**src/rtl/frame_writer_if.sv**
```systemverilog
// Pixel stream plus frame-buffer write port of the frame writer.
// The slave modport is the frame_writer side. The master modport is the renderer/memory side.
interface frame_writer_if #(
    parameter int unsigned ADDR_W = 17
);
    logic [23:0]       pixel_axis_tdata;
    logic              pixel_axis_tvalid;
    logic              pixel_axis_tready;
    logic [10:0]       hcount_in;
    logic [9:0]        vcount_in;
    logic [ADDR_W-1:0] fb_addr;
    logic [15:0]       fb_data;
    logic              fb_we;
    logic              fb_ready;

    modport slave (
        input  pixel_axis_tdata,
        input  pixel_axis_tvalid,
        output pixel_axis_tready,
        input  hcount_in,
        input  vcount_in,
        output fb_addr,
        output fb_data,
        output fb_we,
        input  fb_ready
    );

    modport master (
        output pixel_axis_tdata,
        output pixel_axis_tvalid,
        input  pixel_axis_tready,
        output hcount_in,
        output vcount_in,
        input  fb_addr,
        input  fb_data,
        input  fb_we,
        output fb_ready
    );
endinterface

```
**src/rtl/frame_writer.sv**
```systemverilog
// Writes RGB565-converted renderer pixels into a double-buffered frame buffer.
// Swaps buffers at the end of each frame.
module frame_writer #(
    parameter int unsigned H_RES  = 320,
    parameter int unsigned V_RES  = 180,
    parameter int unsigned ADDR_W = 17
) (
    input  logic                aclk,
    input  logic                aresetn,
    frame_writer_if.slave       pix,
    input  logic                swap_enable,
    output logic                write_buf,
    output logic                display_buf,
    output logic                frame_done,
    output logic [15:0]         frame_count,
    output logic [15:0]         drop_count
);
    localparam int unsigned FRAME_PIX = H_RES * V_RES;
    localparam logic [ADDR_W-1:0] BUF1_BASE = ADDR_W'(FRAME_PIX);

    logic              s1_valid_q, s1_in_range_q, s1_last_q;
    logic [15:0]       s1_data_q;
    logic [10:0]       s1_hcount_q;
    logic [ADDR_W-1:0] s1_row_base_q;

    logic              s2_valid_q, s2_in_range_q, s2_last_q;
    logic [15:0]       s2_data_q;
    logic [ADDR_W-1:0] s2_offset_q;

    logic              write_buf_q, write_buf_d;
    logic              frame_done_q, frame_done_d;
    logic [15:0]       frame_count_q, frame_count_d;
    logic [15:0]       drop_count_q, drop_count_d;

    logic              adv1_c, adv2_c, accept_c, frame_end_c;
    logic [15:0]       rgb565_c;
    logic              in_range_c, last_c;
    logic [ADDR_W-1:0] row_base_c;
    logic              unused_c;

    // Stage advance: S2 only waits on memory when it holds a real write.
    always_comb begin
        adv2_c   = !s2_valid_q || !s2_in_range_q || pix.fb_ready;
        adv1_c   = !s1_valid_q || adv2_c;
        accept_c = pix.pixel_axis_tvalid && adv1_c;
    end

    assign pix.pixel_axis_tready = adv1_c && aresetn;

    always_comb begin
        rgb565_c   = {pix.pixel_axis_tdata[23:19], pix.pixel_axis_tdata[15:10],
                      pix.pixel_axis_tdata[7:3]};
        in_range_c = (pix.hcount_in < 11'(H_RES)) && (pix.vcount_in < 10'(V_RES));
        last_c     = (pix.hcount_in == 11'(H_RES - 1)) && (pix.vcount_in == 10'(V_RES - 1));
        row_base_c = ADDR_W'(pix.vcount_in) * ADDR_W'(H_RES);
    end

    // Truncated colour LSBs are intentionally dropped.
    assign unused_c = ^{pix.pixel_axis_tdata[18:16], pix.pixel_axis_tdata[9:8],
                        pix.pixel_axis_tdata[2:0]};

    always_ff @(posedge aclk or negedge aresetn) begin
        if (!aresetn) begin
            s1_valid_q    <= 1'b0;
            s1_in_range_q <= 1'b0;
            s1_last_q     <= 1'b0;
            s1_data_q     <= '0;
            s1_hcount_q   <= '0;
            s1_row_base_q <= '0;
        end else if (adv1_c) begin
            s1_valid_q    <= accept_c;
            s1_in_range_q <= in_range_c;
            s1_last_q     <= last_c;
            s1_data_q     <= rgb565_c;
            s1_hcount_q   <= pix.hcount_in;
            s1_row_base_q <= row_base_c;
        end
    end

    always_ff @(posedge aclk or negedge aresetn) begin
        if (!aresetn) begin
            s2_valid_q    <= 1'b0;
            s2_in_range_q <= 1'b0;
            s2_last_q     <= 1'b0;
            s2_data_q     <= '0;
            s2_offset_q   <= '0;
        end else if (adv2_c) begin
            s2_valid_q    <= s1_valid_q;
            s2_in_range_q <= s1_in_range_q;
            s2_last_q     <= s1_last_q;
            s2_data_q     <= s1_data_q;
            s2_offset_q   <= s1_row_base_q + ADDR_W'(s1_hcount_q);
        end
    end

    assign pix.fb_we   = s2_valid_q && s2_in_range_q;
    assign pix.fb_data = s2_data_q;
    assign pix.fb_addr = s2_offset_q + (write_buf_q ? BUF1_BASE : '0);

    // Frame bookkeeping; the last-pixel write itself still targets the old buffer.
    always_comb begin
        frame_end_c   = pix.fb_we && pix.fb_ready && s2_last_q;
        write_buf_d   = write_buf_q;
        frame_count_d = frame_count_q;
        drop_count_d  = drop_count_q;
        frame_done_d  = frame_end_c;
        if (frame_end_c) begin
            frame_count_d = frame_count_q + 16'd1;
            if (swap_enable) begin
                write_buf_d = !write_buf_q;
            end
        end
        if (s2_valid_q && !s2_in_range_q && (drop_count_q != 16'hFFFF)) begin
            drop_count_d = drop_count_q + 16'd1;
        end
    end

    always_ff @(posedge aclk or negedge aresetn) begin
        if (!aresetn) begin
            write_buf_q   <= 1'b0;
            frame_done_q  <= 1'b0;
            frame_count_q <= '0;
            drop_count_q  <= '0;
        end else begin
            write_buf_q   <= write_buf_d;
            frame_done_q  <= frame_done_d;
            frame_count_q <= frame_count_d;
            drop_count_q  <= drop_count_d;
        end
    end

    assign write_buf   = write_buf_q;
    assign display_buf = !write_buf_q;
    assign frame_done  = frame_done_q;
    assign frame_count = frame_count_q;
    assign drop_count  = drop_count_q;
endmodule
```
**src/flat_wrapper.sv**
```systemverilog
// flat-port wrapper written by rule: the top's interface ports become plain ports
module frame_writer_flat 
#(
    parameter int unsigned H_RES  = 320,
    parameter int unsigned V_RES  = 180,
    parameter int unsigned ADDR_W = 17
)
  (aclk, aresetn, swap_enable, write_buf, display_buf, frame_done, frame_count, drop_count, pix_pixel_axis_tdata, pix_pixel_axis_tvalid, pix_pixel_axis_tready, pix_hcount_in, pix_vcount_in, pix_fb_addr, pix_fb_data, pix_fb_we, pix_fb_ready);
  frame_writer_if #(.ADDR_W(ADDR_W)) pix_i ();
  input  logic aclk;
  input  logic aresetn;
  input  logic swap_enable;
  output logic write_buf;
  output logic display_buf;
  output logic frame_done;
  output logic [15:0] frame_count;
  output logic [15:0] drop_count;
  input wire logic [$bits(pix_i.pixel_axis_tdata)-1:0] pix_pixel_axis_tdata;
  input wire logic [$bits(pix_i.pixel_axis_tvalid)-1:0] pix_pixel_axis_tvalid;
  output wire logic [$bits(pix_i.pixel_axis_tready)-1:0] pix_pixel_axis_tready;
  input wire logic [$bits(pix_i.hcount_in)-1:0] pix_hcount_in;
  input wire logic [$bits(pix_i.vcount_in)-1:0] pix_vcount_in;
  output wire logic [$bits(pix_i.fb_addr)-1:0] pix_fb_addr;
  output wire logic [$bits(pix_i.fb_data)-1:0] pix_fb_data;
  output wire logic [$bits(pix_i.fb_we)-1:0] pix_fb_we;
  input wire logic [$bits(pix_i.fb_ready)-1:0] pix_fb_ready;
  assign pix_i.pixel_axis_tdata = pix_pixel_axis_tdata;
  assign pix_i.pixel_axis_tvalid = pix_pixel_axis_tvalid;
  assign pix_pixel_axis_tready = pix_i.pixel_axis_tready;
  assign pix_i.hcount_in = pix_hcount_in;
  assign pix_i.vcount_in = pix_vcount_in;
  assign pix_fb_addr = pix_i.fb_addr;
  assign pix_fb_data = pix_i.fb_data;
  assign pix_fb_we = pix_i.fb_we;
  assign pix_i.fb_ready = pix_fb_ready;
  frame_writer #(.H_RES(H_RES), .V_RES(V_RES), .ADDR_W(ADDR_W)) u_core (.aclk(aclk), .aresetn(aresetn), .pix(pix_i), .swap_enable(swap_enable), .write_buf(write_buf), .display_buf(display_buf), .frame_done(frame_done), .frame_count(frame_count), .drop_count(drop_count));
endmodule
```
**config.mk**
```make
export PLATFORM = sky130hd
export DESIGN_NAME = frame_writer_flat
export DESIGN_NICKNAME = d
export VERILOG_FILES = /design/src/rtl/frame_writer_if.sv /design/src/rtl/frame_writer.sv /design/src/flat_wrapper.sv
export SDC_FILE = /design/constraint.sdc
export NUM_CORES = 1
export LEC_CHECK = 0
export ABC_AREA = 1
export CORE_ASPECT_RATIO = 1.1
export CORE_MARGIN = 1.5
export CORE_UTILIZATION = 47
export CTS_CLUSTER_DIAMETER = 120
export CTS_CLUSTER_SIZE = 30
export DETAILED_ROUTE_END_ITERATION = 8
export PLACE_DENSITY = 0.76
export SKIP_CTS_REPAIR_TIMING = 1
export SYNTH_ARGS = -nofsm -noshare
export SYNTH_HDL_FRONTEND = slang
export SYNTH_SLANG_ARGS = --single-unit
```
**constraint.sdc**
```tcl
create_clock -name aclk -period 1.6 [get_ports aclk]
set_input_delay 0.4 -clock aclk [delete_from_list [all_inputs] [get_ports aclk]]
set_output_delay 0.4 -clock aclk [all_outputs]
set_load 0.005 [all_outputs]
```
---- Word-level counts from Yosys, hierarchy flattened ----
Cells that the tools add are included.
storage, ports and cells
  bits in registers ....................... 111
  bits of input ports ..................... 50
  output and inout port bits .............. 70
  word-level logic and storage cells ...... 43
operators by class
  add/sub/neg operators ................... 4
  multiply operators ...................... 1
  magnitude comparators ................... 2
  eq/ne operators ......................... 3
  muxes and demuxes ....................... 1
  reductions and logical operators ........ 17
operator list
  operator               count
  $add 16x1->16 const B  2
  $add 17x11->17         1
  $add 17x17->17         1
  $mux 16                1
  $ne 16x16->1 const B   1
  $eq 11x9->1 const B    1
  $lt 11x9->1 const B    1
  $mul 10x3->11 const B  1
  $eq 10x8->1 const B    1
  $lt 10x8->1 const B    1
  $logic_and 1x1->1      9
  $logic_not 1->1        4
  $logic_or 1x1->1       3
  $reduce_and 2->1       1

---- Depth between registers and ports, before layout ----
  word-level depth ........................ 5
  depth in mapped cells ................... 9
  gate-level depth less buffers ........... 9

---- Worst setup path after synthesis ----
No wires, ideal clock.
  kind .................................... input to register
  start ................................... input pix_vcount_in[1]
  end ..................................... register u_core.s1_row_base_q[13]
  library setup time ...................... 0.083 ns
  data arrival time ....................... 1.701 ns
  required time ........................... 1.517 ns
  slack ................................... -0.183 ns
  stages on the path ...................... 7
  buffers on the path ..................... 0
  cell sequence ........................... ha_1 > ha_1 > fa_1 > nand3_1 > nand3_1 > xnor2_1 > o21ai_0
between the ends
  longest elaborated chain between the ends .. 1
ends and longest elaborated chain
  what                  line                source
  start, declared       flat_wrapper.sv:22  input wire logic [$bits(pix_i.vcount_in)-1:0] pix_vcount_in;
  $mul 10x3->11         frame_writer.sv:55  row_base_c = ADDR_W'(pix.vcount_in) * ADDR_W'(H_RES);
  end signal, assigned  frame_writer.sv:76  s1_row_base_q <= row_base_c;
  end, declared         frame_writer.sv:24  logic [ADDR_W-1:0] s1_row_base_q;
Every way passes these cells.
A chain may end at the register's enable or synchronous reset.

---- Final worst setup path ----
  start ................................... register u_core.write_buf_q, in the netlist u_core.write_buf
  end ..................................... output pix_fb_addr[15]
between the ends
  longest elaborated chain between the ends .. 2
ends and longest elaborated chain
  what                    line                 source
  start, declared         frame_writer.sv:30   logic write_buf_q, write_buf_d;
  start signal, assigned  frame_writer.sv:125  write_buf_q <= write_buf_d;
  $mux 16                 frame_writer.sv:98   assign pix.fb_addr = s2_offset_q + (write_buf_q ? BUF1_BASE : '0);
  $add 17x17->17          frame_writer.sv:98
  end, declared           flat_wrapper.sv:23   output wire logic [$bits(pix_i.fb_addr)-1:0] pix_fb_addr;
Every way passes these cells.

==> results by group <==
Run status
  – Status: complete, but fails checks
  – Failing checks: negative setup slack

Die
  – Die area: 13140 sq um
  – IO Pins: 120
  – FP Rows: 42
  – Core region area: 12090 sq um
  – Initial Utilization: 48.44%
  – Die Width: roughly 110 um
  – Die height: between 100 and 150 um

Critical path
  – Reg2Reg Setup Slack: approximately 0.020 ns
  – CP Class: flip-flop to output port
  – Reg2Reg Capture Point: u_core.s2_offset_q[10]$_DFFE_PN0P_
  – Critical Path Fanout Max: 4
  – CP required: 1.20 ns
  – Worst Reg-to-Reg Cells: 7
  – CP endpoint kind: output port
  – Startpoint types: flip-flop
  – Crit path arrival time: 1.87 ns
  – RR Startpoint: u_core.s1_hcount_q[6]$_DFFE_PN0N_

Timing
  – Min Tclk post-route: 2.269 ns
  – Worst Tran Pin Value: 0.5764 ns
  – Slack of the critical path: -0.6687 ns
  – Final period util: 141.8%
  – Rel. slew slack: 61.57%
  – Fin Clk Skew: 0.007130 ns
  – Setup TNS: -4.250 ns
  – Max Slew Vio Count: 0
  – Hold Violations, Final: 0
  – Max Clk Rate: ~440 MHz
  – Unrepaired setup endpoints after global routing: true
  – Final setup fails: 10
  – WHS: 0.1563 ns

Final layout
  – # fillers: 890
  – N_diodes: 0
  – Share of post-route cells with drive strength above 1: 21.60%
  – Final nets: 1000
  – Area Overhead vs Synth: 47.36%

Placed design
  – Post-detail-place hpwl: a little over 10 mm
  – # port buffers: 111
  – Placer Congestion: 0.9407

Clock tree
  – Max Root-Sink Buffers: 2
  – CTS tree: yes
  – Clock root cell: clkbuf_16
  – Sink Count: between 100 and 150
  – Num CTS Buffers: 9
  – CTS H-tree depth: 3
  – Clk_lat worst skew: 0.35 ns
  – Clock transition at path regs: 0.07 ns

Pwr
  – Final Power: 8.199 mW
  – PwrDens: 950.4 nW/um^2
  – Maximum vdd drop: 0.5533 mV
  – Pleak: 4.902 nW

Routing
  – 1st-pass router iterations: 5
  – Initial drt markers: 402
  – WL met1: 6.335 mm
  – DRT Wirelength: 15.04 mm
  – Via density: 5.042
  – Routed wire length on met2: 7.629 mm
  – Routed vias: 5445
  – DRC: 0
  – WL per Instance: roughly 14 um
  – Max layer used: met4
  – Post-route ant nets: 0
  – Met3 wire length: 650 um

Global routing
  – Initial antenna violation count: 0
  – First-pass GRT wire length: roughly 22 mm
  – Vias in the first global route: 4913
  – Grt ovf: 0
  – Largest net degree at the start of global routing: 112
  – GRT Total Usage: 21.44%

Job
  – Max Cap Viol: 0

Logic synthesis
  – Adder-cell area share of the yosys netlist: under 10%
  – Syn Area/Cell: 7.976 sq um
  – Compound-Gate Fraction of Synth Area: 3.719%
  – Yosys warning total: 0
  – Synth cell types: 34
  – Largest family of logic cells by synthesized area: simple AND/OR/NAND/NOR gates
  – Post-Synth XOR/XNOR Area: between 5 and 6%
  – Post-Synth Simple-Gate Area: 30.80%
  – Syn nets: 813
  – Post-Synthesis Cells: 734
  – Multiplexer share of the synthesized area: 0%
  – Flops & latches, synth: 111
  – Syn Std Cell Area: between 5000 and 6000 sq um
  – Seq/Total Area, Yosys: 47.45%

Worst hold path
  – Worst Hold Class: input port to asynchronous set/reset pin
-- synthesized netlist by cell type, drive strengths merged --
master,number,area (sq um)
xnor2,18,157.7
a21oi,8,40.04
o21ai,31,155.2
buf,14,101.3
nand3b,4,30.03
dfrtp,111,2778
nor2,41,171.4
a21boi,1,7.510
and2,1,6.260
inv,59,224.0
nand4,15,93.84
nand2,320,1214
fa,2,40.04
nor3b,2,15.01
or2,3,18.77
nor4,1,6.260
xor2,18,157.7
nand2b,1,6.260
o2111ai,1,8.760
nand3,42,215.2
ha,27,337.8
clkbuf,10,37.54
a31oi,1,6.260
nor3,3,26.28
-- routing by layer --
| layer | up-vias | global-route usage, % |
|---|---|---|
| li1 | 2678 | - |
| met1 | 2573 | 27.45 |
| met2 | 155 | 36.53 |
| met3 | 39 | 2.281 |
| met4 | 0 | 8.847 |
| met5 | - | 0 |
-- logic make-up (layout without fill, tap and decap cells) --
logic type,after synthesis,after routing
AOI/OAI and AO/OA,42,42
DFF,111,111
adders and majority gates,29,29
and+or+nand+nor,433,433
buffers and inverters,83,275
xor gates and xnor gates,36,36
-- where the power goes --
part | internal [mW] | total [mW] | switching, mW
clock | 1.38 | 2.42 | 1.04
sequential | 3.08 | 3.36 | 0.281
combinational | 1.28 | 2.42 | 1.14
-- cell type report --
class	count	area [sq um]	share of cell area, %
flip-flops and latches	111	2798	32.43
well taps	154	192.7	2.234
inverters	59	224.0	2.596
clock buffers	9	225.2	2.611
clock inverters	7	95.09	1.102
repair buffers	200	1979	22.94
multi-input cells	540	3113	36.08
-- state kept, by name (all words and copies together), names as in the netlist --
name,flops
u_core.frame_count,16
u_core.s1_last_q,1
u_core.s1_hcount_q,11
u_core.frame_done,1
u_core.drop_count,16
u_core.s1_in_range_q,1
u_core.pix.fb_data,16
u_core.s1_data_q,16
u_core.s2_offset_q,17
u_core.s1_valid_q,1
u_core.s2_last_q,1
u_core.s1_row_base_q,11
u_core.write_buf,1
u_core.s2_in_range_q,1
u_core.s2_valid_q,1
-- worst max-delay path by stage --
stage | slack (ns) | endpoint | from | cells past startpoint
after CTS | -1.05 | pix_fb_addr[16] | u_core.write_buf$_DFFE_PN0P_ | 8
after global placement | -0.62 | u_core.s1_row_base_q[13]$_DFFE_PN0N_ | pix_vcount_in[3] | 8
after floorplan | -0.07 | pix_fb_addr[15] | u_core.write_buf$_DFFE_PN0P_ | 4
after detailed placement | -0.67 | u_core.s1_row_base_q[13]$_DFFE_PN0N_ | pix_vcount_in[3] | 8
final | -0.67 | pix_fb_addr[15] | u_core.write_buf$_DFFE_PN0P_ | 6
after global routing | -0.71 | pix_fb_addr[16] | u_core.write_buf$_DFFE_PN0P_ | 8
-- metrics by stage --
step | worst slack, ns | instances | instance area [sq um] | util [%]
detailed placement | -0.6656 | 1021 | 7526 | 62.27
global route | -0.7066 | 1080 | 8627 | 71.38
floorplan | -0.07144 | 734 | 5981 | -
CTS | -1.052 | 1037 | 7846 | 64.92
global placement | -0.6213 | 1021 | 7526 | 62.27
finish | -0.6687 | 1080 | 8627 | 71.38
-- worst max-delay path: stages, from the launching register on --
cell and delay (ns):
dfrtp_2 0.44, buf_6 0.14, ha_4 0.28, nand4_1 0.07
o21ai_1 0.18, xor2_1 0.24, buf_2 0.16
-- cells in the final DEF, fill, tap and decap left out, types with 3 or more instances in the layout --
cell type	instances
buf_6	7
buf_2	5
dfrtp_1	95
nand2_2	9
o21ai_1	3
dlymetal6s2s_1	71
nor2_1	33
nand4_1	15
dfrtp_2	16
nand3_2	7
clkbuf_16	9
xor2_1	15
nand2_1	309
xnor2_1	18
a21oi_1	5
buf_4	81
or2_2	3
clkdlybuf4s50_1	29
nand3b_1	4
clkbuf_2	3
nor2_2	3
ha_1	6
xor2_2	3
inv_1	54
ha_4	19
inv_2	4
buf_12	3
nor2_4	5
o21ai_0	27
a21oi_2	3
nand3_1	34
(Power assumes the default switching activity.)
